`config.mk`:
```
export PLATFORM = sky130hd
export DESIGN_NAME = div_iter_param_flat
export DESIGN_NICKNAME = d
export VERILOG_FILES = /design/src/rtl/div_iter_param_if.sv /design/src/rtl/div_iter_param.sv /design/src/flat_wrapper.sv
export SDC_FILE = /design/constraint.sdc
export NUM_CORES = 1
export LEC_CHECK = 0
export BUFFER_PORTS_ARGS = -buffer_cell sky130_fd_sc_hd__buf_4
export CAP_MARGIN = 0
export CELL_PAD_IN_SITES_DETAIL_PLACEMENT = 0
export CELL_PAD_IN_SITES_GLOBAL_PLACEMENT = 1
export CORE_MARGIN = 2
export CORE_UTILIZATION = 40
export DETAILED_ROUTE_END_ITERATION = 7
export PLACE_DENSITY = 0.86
export SLEW_MARGIN = 0
export SYNTH_ARGS = -nofsm -noshare
export SYNTH_HDL_FRONTEND = slang
export SYNTH_SLANG_ARGS = --single-unit
```
`constraint.sdc`:
```
create_clock -name clk -period 3.4 [get_ports clk]
set_input_delay 0.34 -clock clk [delete_from_list [all_inputs] [get_ports clk]]
set_output_delay 0.34 -clock clk [all_outputs]
set_load 0.05 [all_outputs]
```
`src/rtl/div_iter_param_if.sv`:
```
// div_iter_param_if: request/result bundle between the EX pipeline and the iterative divider
interface div_iter_param_if #(
   parameter int WIDTH = 32
);
   logic                 signed_div_i;
   logic [WIDTH-1:0]     opdata1_i;
   logic [WIDTH-1:0]     opdata2_i;
   logic                 start_i;
   logic                 annul_i;
   logic [2*WIDTH-1:0]   result_o;
   logic                 ready_o;
   logic                 dbz_o;
   logic                 busy_o;

   modport master (
      output signed_div_i, opdata1_i, opdata2_i, start_i, annul_i,
      input  result_o, ready_o, dbz_o, busy_o
   );

   modport slave (
      input  signed_div_i, opdata1_i, opdata2_i, start_i, annul_i,
      output result_o, ready_o, dbz_o, busy_o
   );
endinterface

```
`src/rtl/div_iter_param.sv`:
```
// div_iter_param: multi-cycle restoring divider retiring BITS_PER_CYCLE quotient bits per cycle
module div_iter_param #(
   parameter int WIDTH          = 32,
   parameter int BITS_PER_CYCLE = 1
) (
   input logic              clk,
   input logic              resetn,
   div_iter_param_if.slave  bus
);
   localparam int K  = WIDTH / BITS_PER_CYCLE;
   localparam int CW = $clog2(K + 1);

   typedef enum logic [1:0] {IDLE, CALC, FIX, DONE} state_t;

   state_t               state, state_n;
   logic [WIDTH-1:0]     dq, dvs, rem, q_n, r_n, mag1, mag2;
   logic [WIDTH:0]       t, d;
   logic                 borrow, sq, sr, accept, zero_div;
   logic [CW-1:0]        count;
   logic [2*WIDTH-1:0]   result;
   logic                 ready, dbz;

   assign accept   = bus.start_i & ~bus.annul_i;
   assign zero_div = bus.opdata2_i == '0;
   assign mag1     = (bus.signed_div_i & bus.opdata1_i[WIDTH-1]) ? -bus.opdata1_i : bus.opdata1_i;
   assign mag2     = (bus.signed_div_i & bus.opdata2_i[WIDTH-1]) ? -bus.opdata2_i : bus.opdata2_i;

   assign bus.result_o = result;
   assign bus.ready_o  = ready;
   assign bus.dbz_o    = dbz;
   assign bus.busy_o   = state != IDLE;

   // Chained restoring steps; dq holds the dividend bits not yet consumed and collects quotient bits at the bottom
   always_comb begin
      r_n    = rem;
      q_n    = dq;
      t      = '0;
      d      = '0;
      borrow = 1'b0;
      for (int b = 0; b < BITS_PER_CYCLE; b++) begin
         t           = {r_n, q_n[WIDTH-1]};
         {borrow, d} = {1'b0, t} - {2'b0, dvs};
         r_n         = WIDTH'(borrow ? t : d);
         q_n         = {q_n[WIDTH-2:0], ~borrow};
      end
   end

   // State register
   always_ff @(posedge clk) begin
      if (!resetn) state <= IDLE;
      else         state <= state_n;
   end

   // Next-state: zero divisor short-cuts to DONE, annul only aborts CALC, DONE waits for start to drop
   always_comb begin
      state_n = state;
      case (state)
         IDLE:    state_n = accept ? (zero_div ? DONE : CALC) : IDLE;
         CALC:    state_n = bus.annul_i ? IDLE : (count == CW'(K - 1) ? FIX : CALC);
         FIX:     state_n = DONE;
         DONE:    state_n = bus.start_i ? DONE : IDLE;
         default: state_n = IDLE;
      endcase
   end

   // Datapath: operand capture, iteration, sign fix-up and result hold/clear
   always_ff @(posedge clk) begin
      if (!resetn) begin
         dq     <= '0;
         dvs    <= '0;
         rem    <= '0;
         count  <= '0;
         sq     <= 1'b0;
         sr     <= 1'b0;
         result <= '0;
         ready  <= 1'b0;
         dbz    <= 1'b0;
      end else begin
         case (state)
            IDLE: begin
               result <= '0;
               ready  <= 1'b0;
               dbz    <= 1'b0;
               if (accept && zero_div) begin
                  result <= {bus.opdata1_i, {WIDTH{1'b1}}};
                  ready  <= 1'b1;
                  dbz    <= 1'b1;
               end else if (accept) begin
                  dq    <= mag1;
                  dvs   <= mag2;
                  rem   <= '0;
                  count <= '0;
                  sq    <= bus.signed_div_i & (bus.opdata1_i[WIDTH-1] ^ bus.opdata2_i[WIDTH-1]);
                  sr    <= bus.signed_div_i & bus.opdata1_i[WIDTH-1];
               end
            end
            CALC: begin
               dq    <= q_n;
               rem   <= r_n;
               count <= count + CW'(1);
            end
            FIX: begin
               result <= {sr ? -rem : rem, sq ? -dq : dq};
               ready  <= 1'b1;
               dbz    <= 1'b0;
            end
            DONE: begin
               if (!bus.start_i) begin
                  result <= '0;
                  ready  <= 1'b0;
                  dbz    <= 1'b0;
               end
            end
            default: ;
         endcase
      end
   end
endmodule
```
`src/flat_wrapper.sv`:
```
// flat-port wrapper written by rule: the top's interface ports become plain ports
module div_iter_param_flat 
#(
   parameter int WIDTH          = 32,
   parameter int BITS_PER_CYCLE = 1
)
  (clk, resetn, bus_signed_div_i, bus_opdata1_i, bus_opdata2_i, bus_start_i, bus_annul_i, bus_result_o, bus_ready_o, bus_dbz_o, bus_busy_o);
  div_iter_param_if #(.WIDTH(WIDTH)) bus_i ();
  input logic clk;
  input logic resetn;
  input wire logic [$bits(bus_i.signed_div_i)-1:0] bus_signed_div_i;
  input wire logic [$bits(bus_i.opdata1_i)-1:0] bus_opdata1_i;
  input wire logic [$bits(bus_i.opdata2_i)-1:0] bus_opdata2_i;
  input wire logic [$bits(bus_i.start_i)-1:0] bus_start_i;
  input wire logic [$bits(bus_i.annul_i)-1:0] bus_annul_i;
  output wire logic [$bits(bus_i.result_o)-1:0] bus_result_o;
  output wire logic [$bits(bus_i.ready_o)-1:0] bus_ready_o;
  output wire logic [$bits(bus_i.dbz_o)-1:0] bus_dbz_o;
  output wire logic [$bits(bus_i.busy_o)-1:0] bus_busy_o;
  assign bus_i.signed_div_i = bus_signed_div_i;
  assign bus_i.opdata1_i = bus_opdata1_i;
  assign bus_i.opdata2_i = bus_opdata2_i;
  assign bus_i.start_i = bus_start_i;
  assign bus_i.annul_i = bus_annul_i;
  assign bus_result_o = bus_i.result_o;
  assign bus_ready_o = bus_i.ready_o;
  assign bus_dbz_o = bus_i.dbz_o;
  assign bus_busy_o = bus_i.busy_o;
  div_iter_param #(.WIDTH(WIDTH), .BITS_PER_CYCLE(BITS_PER_CYCLE)) u_core (.clk(clk), .resetn(resetn), .bus(bus_i));
endmodule
```
==> out/qor_table.md, run 1 <==
| Item | This run | Unit |
| --- | --- | --- |
| Hold Startpoint | bus_annul_i | - |
| Worst path bufs/invs | 2 | - |
| Average wire per cell in the routed design | 18.5 | um |
| Critical Path Source Type | flip-flop | - |
| Initial core utilization | 0.408 | - |
| Largest driver fanout on the critical path | 3 | - |
| Total count of max-transition violations in the final report | 0 | - |
| Startpoint of the worst register-to-register path | u_core.dq[31] | - |
| Overall power after layout | 6.83 | mW |
| Share of Yosys cell area claimed by the top area cell type | 0.313 | - |
| Worst path setup slack after routing | 0.221 | ns |
| Worst hold stages | 3 | - |
| Number of synthesized flops with an enable pin | 0 | - |
| Number of endpoints failing setup at the final stage | 0 | - |
| Post-route ant nets | 0 | - |
| Sinks on Clock Net | 172 | - |
| Critical path's top delay family | compound AO/OA/AOI/OAI gates | - |
| Die span in x | 170 | um |
| Final period util | 0.935 | - |
| Overall routed net length | 34.7 | mm |
| Area of all placed cells without fillers | 0.0131 | sq mm |
| CP dominant cell by count | sky130_fd_sc_hd__o21ai_0 | - |
| First-pass iteration count of the detailed router | 6 | - |
| # Post-CTS Setup Buffers | 0 | - |
| Root buffer cell | sky130_fd_sc_hd__clkbuf_16 | - |
| Unrepaired setup endpoints after global routing | no | - |
| Number of library cell types mapped by synthesis | 66 | - |
| Tmin final | 3.18 | ns |
| Post-CTS clock slew at the launch and capture registers of the worst setup and hold paths | 0.07 | ns |
| Cells after Synth | 1,426 | - |
| Synth Net Count | 1,533 | - |
| Post-route DRC | 0 | - |
| Pleak | 5.26 | nW |
| Delay contributed by the slowest stage of the critical path | 0.45 | ns |
| Worst Tran Pin Value | 1.17 | ns |
| Overflow left after global routing | 0 | - |
| Final hold slack | 0.193 | ns |
| Area grow syn2layout | 19.0 | % |
| Global-route wire length before repair | 55.0 | mm |
| Instance count after placement with tap cells included | 1,843 | - |
| Max-Slew Margin vs Limit | 0.222 | - |
| End-of-flow core utilization | 0.486 | - |
| Placement-stage worst setup slack | 0.272 | ns |
| Clock tree from TritonCTS | built | - |
| Critical path required time | 3.75 | ns |
| Post-place instance area | 0.0125 | sq mm |
| Max-cap check violation count | 0 | - |
| Seq cells post-synth | 172 | - |
| Die Outline Area | 0.0288 | sq mm |
| Cell area after synthesis | 0.0110 | sq mm |
| Fillers | 2,684 | - |
| Worst setup path start | u_core.dq[31] | - |
| CTS hold repair buffers | 0 | - |
| Commonest cells in the synthesized netlist | 172 x sky130_fd_sc_hd__dfxtp_1, 150 x sky130_fd_sc_hd__a21oi_1, 141 x sky130_fd_sc_hd__o21ai_0 | - |
| Avg Vias per Cell | 5.87 | - |
| Row count | 60 | - |
| TritonCTS Buffers | 17 | - |
| Async set-or-reset flop fraction in the synthesized netlist | 0 | - |
| Synthesized area divided by synthesized cell count | 7.72 | sq um |
| I/O Pins | 136 | - |
| Pwr per Cell Area | 522 | mW/mm^2 |
| Primary flip-flop cell chosen by synthesis mapping | sky130_fd_sc_hd__dfxtp_1 | - |
| Sequential fraction of the synthesis area | 0.313 | - |
| Clock latency on the worst-skew pair | 0.44 | ns |
| Most common cell in the netlist | sky130_fd_sc_hd__dfxtp_1 | - |
| Buffer levels on the longest clock path | 2 | - |
| Via count of the routed design | 11.0k | - |
| Chip height | 170 | um |
| Slowest CP cell | sky130_fd_sc_hd__a31oi_1 | - |
| Ratio of cells with drive above 1 in the final layout | 0.149 | - |
| Levels on crit path | 12 | - |
| Routability congestion estimate from global placement | 0.910 | - |
| Crit Path Category | reg2reg | - |
| Number of buffers inserted by port buffering | 135 | - |
| Drt initial violations | 1,028 | - |
| Top cells by area, synth | sky130_fd_sc_hd__dfxtp_1 31%, sky130_fd_sc_hd__a21oi_1 6.8%, sky130_fd_sc_hd__xnor2_1 6.6% | - |
| Diodes inserted | 0 | - |
| Post-cts gate resize count | 0 | - |
| Core area | 0.0270 | sq mm |
| Number of global-route vias before repair | 10.3k | - |
| Pin count of the biggest net entering global routing | 116 | - |
| Hold Violations, Final | 0 | - |
| Antenna violations before repair | 0 | - |
| Cell accounting for the most synthesized area | sky130_fd_sc_hd__dfxtp_1 | - |
| Critical Path AT | 3.53 | ns |
| Warning count from the yosys run | 0 | - |
| Number of nets in the finished design | 1,628 | - |
| HP Class | in2reg | - |
| Post-Layout Cell Count | 1,875 | - |
| Critical path cell sequence | inv_1, ha_1, inv_1, fa_1, a21oi_1, o21ai_0, o21ai_0, a21oi_1, a31oi_1, o221ai_1, xnor2_1, o21ai_0 | - |
| Depth of the worst register-to-register path | 12 | - |
| Post-route setup TNS | 0 | ns |
| Timing-limited maximum frequency | 315 | MHz |
| Worst clock skew | 0.0185 | ns |
| Hpwl dp | 26.1 | mm |
| CTS H-Tree Depth | 4 | - |
| Crit path capture type | flip-flop | - |
| Register-to-register setup slack | 0.22 | ns |
| Peak ir drop on the vdd network | 0.252 | mV |
| Global router's overall resource usage | 0.239 | - |
| Result of the run | finished, final reports clean | - |
[tightest hold or removal path: stages]
cell                     delay [ns]
sky130_fd_sc_hd__buf_4         0.09
sky130_fd_sc_hd__o21a_1        0.11
sky130_fd_sc_hd__nor2_1        0.03
[path summary, 6_finish.rpt]
kind / endpoint
worst max-delay path: u_core.rem[26]
worst min-delay path: u_core.state[0]
worst max register to register: u_core.rem[26]
worst min register to register: u_core.dvs[31]
[kinds of logic after synthesis]
group                    count (synthesis)  share of synthesized area
AO/OA/AOI/OAI                          526                      0.306
XOR/XNOR                               144                      0.115
adder cells (fa/ha/maj)                 38                     0.0439
buffers and inverters                  157                     0.0541
flip-flops                             172                      0.313
multiplexers                             1                   0.000910
AND/OR/NAND/NOR                        388                      0.168
[metal layers]
metal / GRT usage / routed length, um / part of all wire
met5: 0 / 0 / 0
met4: 0.0884 / 1140 / 0.033
met3: 0.0342 / 2270 / 0.066
met1: 0.313 / 15100 / 0.44
met2: 0.399 / 16200 / 0.47
[registers in the layout, indices dropped and copies added, names as in the netlist]
signal and flops:
u_core.bus.result_o 64, u_core.bus.dbz_o 1, u_core.dq 32, u_core.bus.ready_o 1
u_core.rem 32, u_core.count 6, u_core.state 2, u_core.dvs 32
u_core.sq 1, u_core.sr 1
[where the power goes]
part	total [mW]	switching, mW	internal [mW]
logic	2.40	1.47	0.924
registers	2.34	0.168	2.17
clock network	2.10	0.962	1.14
[area by class of cell]
| cell class | instances | area (sq um) | share of cell area |
|---|---|---|---|
| multi-input combinational | 1097 | 6990 | 0.534 |
| inverter | 58 | 218 | 0.0166 |
| clock inverter | 15 | 218 | 0.0166 |
| timing repair buffer | 175 | 1380 | 0.105 |
| clock buffer | 17 | 425 | 0.0325 |
| sequential | 172 | 3440 | 0.263 |
| tap | 341 | 427 | 0.0326 |
[cells in the final DEF (no fill, tap or decap), drive strengths merged, types with 6 or more instances in the layout]
cell type  Yosys  final
o21bai         8      8
clkinv         1      6
or4           14     14
nand2        113    113
or3           18     18
a21oi        150    150
a211oi        36     36
a21o          12     12
xnor2         83     83
o41ai         20     20
and3          11     11
a22oi         29     29
and2           9      9
buf            8    175
nor2         123    123
a221o         12     12
dfxtp        172    172
a32oi         18     18
o31ai         25     25
inv           57     64
o21ai        141    141
nand3         21     21
o211ai        16     16
a31oi         12     12
clkbuf        91     17
xor2          61     61
nand2b         8      8
nor2b          7      7
nor3          25     25
ha            37     37
or2            6      6
nand4         14     14
nor4           7      7
a311oi         8      8
(Power assumes the default switching activity.)
==> run 2, diff against run 1 <==
--- a/config.mk
+++ b/config.mk
@@ -11,6 +11,7 @@
 export CELL_PAD_IN_SITES_GLOBAL_PLACEMENT = 1
 export CORE_MARGIN = 2
 export CORE_UTILIZATION = 40
+export CTS_BUF_LIST = sky130_fd_sc_hd__clkbuf_4
 export DETAILED_ROUTE_END_ITERATION = 7
 export PLACE_DENSITY = 0.86
 export SLEW_MARGIN = 0
==> run 2 against run 1 <==
Effect of this change:
- the flow now finishes with violations (design-rule violations)
- sequential cell count unchanged
- highest routed layer unchanged
- critical endpoint unchanged
- first-iteration DRC count shrank 0.88%
- die area is the same
==> out/qor_table.md, run 2 (same netlist as run 1, synthesis figures left out) <==
| Item | This run | Unit |
| --- | --- | --- |
| Critical path required time | 3.91 | ns |
| Overflow left after global routing | 0 | - |
| Critical path cell sequence | inv_1, ha_1, inv_1, fa_1, a21oi_1, o21ai_0, o21ai_0, a21oi_1, a31oi_1, o221ai_1, xnor2_1, o21ai_0 | - |
| Worst path setup slack after routing | 0.213 | ns |
| HP Class | in2reg | - |
| Delay contributed by the slowest stage of the critical path | 0.45 | ns |
| Pleak | 5.13 | nW |
| Max FFs per register | 64 | - |
| Pin count of the biggest net entering global routing | 116 | - |
| Total count of max-transition violations in the final report | 0 | - |
| Number of buffers inserted by port buffering | 135 | - |
| Post-CTS clock slew at the launch and capture registers of the worst setup and hold paths | 0.16 | ns |
| Critical Path Source Type | flip-flop | - |
| CTS H-Tree Depth | 4 | - |
| Global-route wire length before repair | 54.5 | mm |
| Worst path bufs/invs | 2 | - |
| First-pass iteration count of the detailed router | 8 | - |
| TritonCTS Buffers | 17 | - |
| Antenna violations before repair | 1 | - |
| Critical Path AT | 3.70 | ns |
| Chip height | 170 | um |
| Hold Violations, Final | 0 | - |
| Largest driver fanout on the critical path | 3 | - |
| Hpwl dp | 26.1 | mm |
| Row count | 60 | - |
| Avg Vias per Cell | 5.87 | - |
| Timing-limited maximum frequency | 314 | MHz |
| Worst clock skew | 0.0352 | ns |
| Most frequent standard cell in the layout excluding fill and tap cells | sky130_fd_sc_hd__dfxtp_1 | - |
| Max-Slew Margin vs Limit | 0.234 | - |
| Routability congestion estimate from global placement | 0.910 | - |
| Clock latency on the worst-skew pair | 0.60 | ns |
| CP dominant cell by count | sky130_fd_sc_hd__o21ai_0 | - |
| Placement-stage worst setup slack | 0.272 | ns |
| Result of the run | finished with violations | - |
| Post-route DRC | 9 | - |
| Peak ir drop on the vdd network | 0.229 | mV |
| Die Outline Area | 0.0288 | sq mm |
| Crit path capture type | flip-flop | - |
| Slowest CP cell | sky130_fd_sc_hd__a31oi_1 | - |
| Drt initial violations | 1,019 | - |
| Post-cts gate resize count | 0 | - |
| Pwr per Cell Area | 475 | mW/mm^2 |
| Violations in the final reports | design-rule violations | - |
| Unrepaired setup endpoints after global routing | no | - |
| Number of nets in the finished design | 1,630 | - |
| # Post-CTS Setup Buffers | 0 | - |
| Max-cap check violation count | 0 | - |
| Number of endpoints failing setup at the final stage | 0 | - |
| Global router's overall resource usage | 0.237 | - |
| Post-route ant nets | 0 | - |
| CTS hold repair buffers | 2 | - |
| Area grow syn2layout | 16.5 | % |
| Ratio of cells with drive above 1 in the final layout | 0.149 | - |
| Buffer levels on the longest clock path | 2 | - |
| Final period util | 0.937 | - |
| Crit Path Category | reg2reg | - |
| Post-route setup TNS | 0 | ns |
| Core area | 0.0270 | sq mm |
| Worst Tran Pin Value | 1.15 | ns |
| Die span in x | 170 | um |
| Most frequent cells in the layout | 172 x sky130_fd_sc_hd__dfxtp_1, 170 x sky130_fd_sc_hd__buf_4, 149 x sky130_fd_sc_hd__a21oi_1 | - |
| Tmin final | 3.19 | ns |
| Root buffer cell | sky130_fd_sc_hd__clkbuf_4 | - |
| Average wire per cell in the routed design | 18.3 | um |
| Register-to-register setup slack | 0.21 | ns |
| Overall routed net length | 34.3 | mm |
| Sinks on Clock Net | 172 | - |
| Initial core utilization | 0.408 | - |
| I/O Pins | 136 | - |
| Critical path's top delay family | compound AO/OA/AOI/OAI gates | - |
| Via count of the routed design | 11.0k | - |
| Clock tree from TritonCTS | built | - |
| Number of global-route vias before repair | 10.2k | - |
## run 2: cell types whose count changed in the layout (fill, tap and decap cells not counted), sizes merged
cell / change
diode: +2
dlygate4sd3: +2
## run 2: layout make-up
| type | count | area, sq um |
|---|---|---|
| Sequential cell | 172 | 3440 |
| Antenna cell | 2 | 5.00 |
| Fill cell | 2706 | 14100 |
| Timing Repair Buffer | 177 | 1400 |
| Clock inverter | 15 | 218 |
| Multi-Input combinational cell | 1097 | 6990 |
| Clock buffer | 17 | 128 |
| Tap cell | 341 | 427 |
| Inverter | 58 | 218 |
## run 2: layer usage
layer / global-route usage / wire [um]
met3: 0.0405 / 2100
met2: 0.397 / 16000
met1: 0.309 / 15100
met5: 0 / 0
met4: 0.0829 / 1150
## run 2: path summary, 6_finish.rpt
path,start,end,depth (start not counted)
max reg2reg,u_core.dq[31],u_core.rem[26],12
min,bus_opdata2_i[29],u_core.dvs[29],3
max,u_core.dq[31],u_core.rem[26],12
min reg2reg,u_core.dvs[31],u_core.dvs[31],2
## run 2: worst min-delay path, delay by kind of cell
family          cells  cell delay [ns]
compound gates      1             0.06
xor+xnor            1             0.11
buf+inv             1             0.08
## run 2: power breakdown
| part | switching, mW | total, mW | internal (mW) | leakage, nW |
|---|---|---|---|---|
| registers | 0.168 | 2.34 | 2.17 | 1.40 |
| clock network | 0.878 | 1.37 | 0.489 | 0.177 |
| logic | 1.46 | 2.39 | 0.925 | 3.55 |
| total | 2.51 | 6.09 | 3.58 | 5.13 |
## run 2: through the flow
stage	util	power [mW]	hold slack, ns	area, sq um	cells
finish	0.476	6.09	0.0431	12800	1879
global route	0.476	6.46	0.00120	12800	1879
CTS	0.476	6.11	0.00743	12800	1877
detailed placement	0.462	4.74	0.449	12500	1843
global placement	0.462	4.71	0.443	12500	1843
floorplan	-	4.01	0.432	11000	1426
